### src/rtl/mem_arbiter.sv
// Two-port arbiter in front of one synchronous single-port RAM. The VGA fetch has
// priority, and the CPU is forced through after STARVE_MAX lost arbitrations.
module mem_arbiter #(
    parameter int STARVE_MAX = 4
) (
    input  logic        ext_clk,
    input  logic        reset,
    input  logic        cpu_req,
    input  logic        cpu_we,
    input  logic [15:0] cpu_addr,
    input  logic [15:0] cpu_wdata,
    output logic        cpu_ack,
    output logic [15:0] cpu_rdata,
    input  logic        vga_req,
    input  logic [15:0] vga_addr,
    output logic        vga_ack,
    output logic [15:0] vga_rdata,
    output logic        mem_en,
    output logic        mem_we,
    output logic [15:0] mem_addr,
    output logic [15:0] mem_wdata,
    input  logic [15:0] mem_rdata
);

    // Handshake: a requester holds req (and its fields) as a level until its ack.
    // An issue at edge E drives mem_* from E, the RAM samples at E+1, and ack plus
    // captured read data appear at E+2. A requester is ineligible from E through E+2.
    localparam int CW = $clog2(STARVE_MAX + 1);
    localparam logic [CW-1:0] CNT_MAX = CW'(STARVE_MAX);

    logic          cpu_out, vga_out;
    logic [CW-1:0] starve_cnt;
    logic          iss_cpu;
    logic          rd_valid, rd_cpu, rd_we;
    logic          cpu_elig, vga_elig, cpu_win, vga_win;

    always_comb begin
        cpu_elig = cpu_req && !cpu_out;
        vga_elig = vga_req && !vga_out;
        cpu_win  = cpu_elig && (!vga_elig || (starve_cnt == CNT_MAX));
        vga_win  = vga_elig && !cpu_win;
    end

    always_ff @(posedge ext_clk or posedge reset) begin
        if (reset) begin
            mem_en     <= 1'b0;
            mem_we     <= 1'b0;
            mem_addr   <= 16'h0000;
            mem_wdata  <= 16'h0000;
            iss_cpu    <= 1'b0;
            rd_valid   <= 1'b0;
            rd_cpu     <= 1'b0;
            rd_we      <= 1'b0;
            cpu_ack    <= 1'b0;
            vga_ack    <= 1'b0;
            cpu_rdata  <= 16'h0000;
            vga_rdata  <= 16'h0000;
            cpu_out    <= 1'b0;
            vga_out    <= 1'b0;
            starve_cnt <= '0;
        end else begin
            mem_en  <= cpu_win || vga_win;
            mem_we  <= cpu_win && cpu_we;
            iss_cpu <= cpu_win;
            if (cpu_win) begin
                mem_addr  <= cpu_addr;
                mem_wdata <= cpu_wdata;
            end else if (vga_win) begin
                mem_addr  <= vga_addr;
            end

            // Second stage: the RAM has sampled the access issued one edge ago.
            rd_valid <= mem_en;
            rd_cpu   <= iss_cpu;
            rd_we    <= mem_we;

            cpu_ack <= rd_valid && rd_cpu;
            vga_ack <= rd_valid && !rd_cpu;
            if (rd_valid && rd_cpu && !rd_we) cpu_rdata <= mem_rdata;
            if (rd_valid && !rd_cpu)          vga_rdata <= mem_rdata;

            if (cpu_win)                    cpu_out <= 1'b1;
            else if (rd_valid && rd_cpu)    cpu_out <= 1'b0;
            if (vga_win)                    vga_out <= 1'b1;
            else if (rd_valid && !rd_cpu)   vga_out <= 1'b0;

            if (!cpu_req || cpu_win)                  starve_cnt <= '0;
            else if (cpu_elig && starve_cnt != CNT_MAX) starve_cnt <= starve_cnt + 1'b1;
        end
    end

endmodule

### config.mk
export PLATFORM = sky130hd
export DESIGN_NAME = mem_arbiter
export DESIGN_NICKNAME = d
export VERILOG_FILES = /design/src/rtl/mem_arbiter.sv
export SDC_FILE = /design/constraint.sdc
export NUM_CORES = 1
export LEC_CHECK = 0
export CAP_MARGIN = 25
export CORE_ASPECT_RATIO = 1.75
export CORE_MARGIN = 5
export CORE_UTILIZATION = 41
export CTS_CLUSTER_DIAMETER = 120
export DETAILED_ROUTE_END_ITERATION = 8
export PLACE_DENSITY_LB_ADDON = 0.12
export SLEW_MARGIN = 20
export SYNTH_ARGS = -nofsm -noshare
export SYNTH_HDL_FRONTEND = slang
export SYNTH_SLANG_ARGS = --single-unit
### constraint.sdc
create_clock -name ext_clk -period 2.65 [get_ports ext_clk]
set_input_delay 0.3975 -clock ext_clk [delete_from_list [all_inputs] [get_ports ext_clk]]
set_output_delay 0.3975 -clock ext_clk [all_outputs]
set_load 0.02 [all_outputs]
==> run summary <==
status: complete, no violations
Fin Hold WS: 0.3484 ns
clk buf depth: 2
remaining antenna violation count: 0
Cell Area, Synth: 3043 µm²
vias per cell: 5.034
minimum clock period: 1.773 ns
vias in the first global route: 2,478
top-area cell type share of the netlist area: 63.32%
Leak: 2.017 nW
DRT Wirelength: 7653 µm
die width: 75.12 µm
Post-synth EDFFs: 0
die area: 9312 µm²
Area growth, synth to finish: 57.36%
Iteration-0 DRC Markers: 66
Synth Register Bits: 77
WL/cell: 17.51 µm
clock sink count: 77
internal power: 3.901 mW
RSZ-0062 raised after global routing: no
Worst-Skew Late Latency: 0.33 ns
PortBufs: 136
diode count: 0
Post-route DRC: 0
Overall Global Routing Usage: 17.74%
Critical Path RT: 2.91 ns
largest area contributor in the netlist: dfrtp_1
WP buf/inv: 2
CP Max Fanout: 10
Tot Pwr: 5.904 mW
CORE AREA: 7233 µm²
delay-heaviest family, CP: buffers and inverters
CP peak stage delay: 0.47 ns
Hold Path Class: reg2reg
Worst Setup Start Kind: input pin
GR Overflow Total: 0
CTS tree: built
Commonest cells post-synth: dfrtp_1, mux2_2, nor3b_1
Post-Syn Instances: 203
Rows: 41
Max Fclk: 0.5639 GHz
share of layout cells above drive strength 1: 19.09%
Worst Skew: 0.006557 ns
Filler cells: 562
synth warn: 0
nets@finish: 417
Max VDD drop: 555.4 µV
clk slew on worst S/H paths: 0.06 ns
P_sw: 2.002 mW
io pins: 137
first-pass GRT wire length: 12,190 µm
Final HPWL DP: 5857 µm
switching share of power: 33.92%
Inserted Clock Buffers: 9
clock power share: 19.1%
synth top area cells: dfrtp_1, mux2_2, a221o_1
asr flop ratio synth: 100.0%
critical path endpoint category: flop
Fin. Hold Viols: 0
Post-CTS Resized: 0
buffer count from post-CTS setup fixing: 0
CTS Hold Buffers Added: 0
crit share post-route: 66.92%
Final TNS setup: 0 ns
count leader, synth: dfrtp_1
worst-path cell chain: clkdlybuf4s50_1, nor2b_1, o31a_1, buf_4, a221o_1
antenna violations before repair: 0
critical path class: in2reg
max-cap violations: 0
normalized max-slew margin: 44.49%
pin count of the biggest net entering global routing: 39
Syn Area/Cell: 14.99 µm²
Worst-Margin Slew: 0.8326 ns
sequential fraction of the synthesis area: 63.32%
CP arrival: 2.04 ns
# setup viols final: 0
Mapped Nets: 274
total number of H-tree levels: 3
via count: 2,200
CP max stage cell: clkdlybuf4s50_1
RePlAce Congestion: 0.7325
TritonRoute pass-1 iters: 4
Initial Util: 42.07%
Max Slew Vio Count: 0
Root Buffer: clkbuf_16
Pwr per Cell Area: 1233 nW/µm²
Main synth FF type: dfrtp_1
Die Y-Extent: 124.0 µm
Yosys cell types: 26
Seq pwr share: 33.8%
Finished Core Util: 66.20%
Logic pwr share: 47.1%
flip-flops by register name (all words and copies together), names as in the netlist, 3 cells and up:
register and count:
mem_wdata 16, mem_addr 16, cpu_rdata 16, vga_rdata 16, starve_cnt 3
layout make-up:
cell class / count / area, µm² / area share [%]
clock buffers: 12 / 256.5 / 5.357
clock inverters: 4 / 22.52 / 0.4703
inverters: 6 / 22.52 / 0.4703
multi-input cells: 106 / 1003 / 20.96
flip-flops and latches: 77 / 1927 / 40.24
well taps: 86 / 107.6 / 2.247
repair buffers: 146 / 1449 / 30.26
power groups by stage:
stage	Clock, mW	Combinational, mW	Sequential (mW)
after floorplan	0	0.843	2.62
after global placement	0	2.79	2.00
after detailed placement	0	2.83	2.02
after CTS	1.16	2.83	2.01
after global routing	1.20	2.97	2.07
final	1.13	2.78	2.00
metal layers:
layer  track usage [%]  vias to the layer above  routed length (µm)
met4             7.461                        0                 153
met3             4.443                       13                 525
met2             33.08                       85                4337
met5                 0                        -                   0
li1                  -                     1017                   -
met1             17.98                     1085                2636
cells by family after synthesis:
logic type	synth area share (%)
buffers and inverters	3.700
adders and majority gates	0.8222
and+or+nand+nor	6.990
muxes	17.76
DFF	63.32
AOI/OAI and AO/OA	7.401
layout by cell type (no fill, tap or decap), types with 2 or more instances in the layout:
cell type / count
clkdlybuf4s50_1: 136
nor3b_1: 17
a221o_1: 16
clkbuf_16: 9
mux2_1: 11
ha_1: 2
buf_4: 9
nor2b_1: 3
nand2_1: 4
clkinv_2: 3
clkbuf_8: 2
a21o_1: 2
a21oi_1: 3
dfrtp_1: 77
mux2_2: 37
inv_1: 5
through the flow:
stage	worst slack, ns	cell area, µm²	cells
after floorplan	0.2858	3043	203
after global placement	0.5821	4509	421
after detailed placement	0.5447	4509	421
after CTS	0.8691	4788	437
after global routing	0.7666	4788	437
final	0.8766	4788	437
worst register-to-register path: stages, from the launching register on:
cell and delay (ns):
dfrtp_1 0.40, inv_1 0.07, ha_1 0.16, nand2_2 0.11, o31a_1 0.36, buf_4 0.21
a221o_1 0.30
final timing paths:
kind	to	slack (ns)	startpoint	depth (start not counted)
max in group asynchronous	mem_addr[11]	1.43	reset	3
hold reg to reg	rd_cpu	0.35	iss_cpu	0
hold / removal	rd_cpu	0.35	iss_cpu	0
min in group asynchronous	vga_rdata[8]	0.55	reset	2
setup / recovery	mem_addr[12]	0.88	vga_req	5
setup reg to reg	mem_addr[12]	0.92	starve_cnt[0]	6
Power figures use the tool's default switching activity.
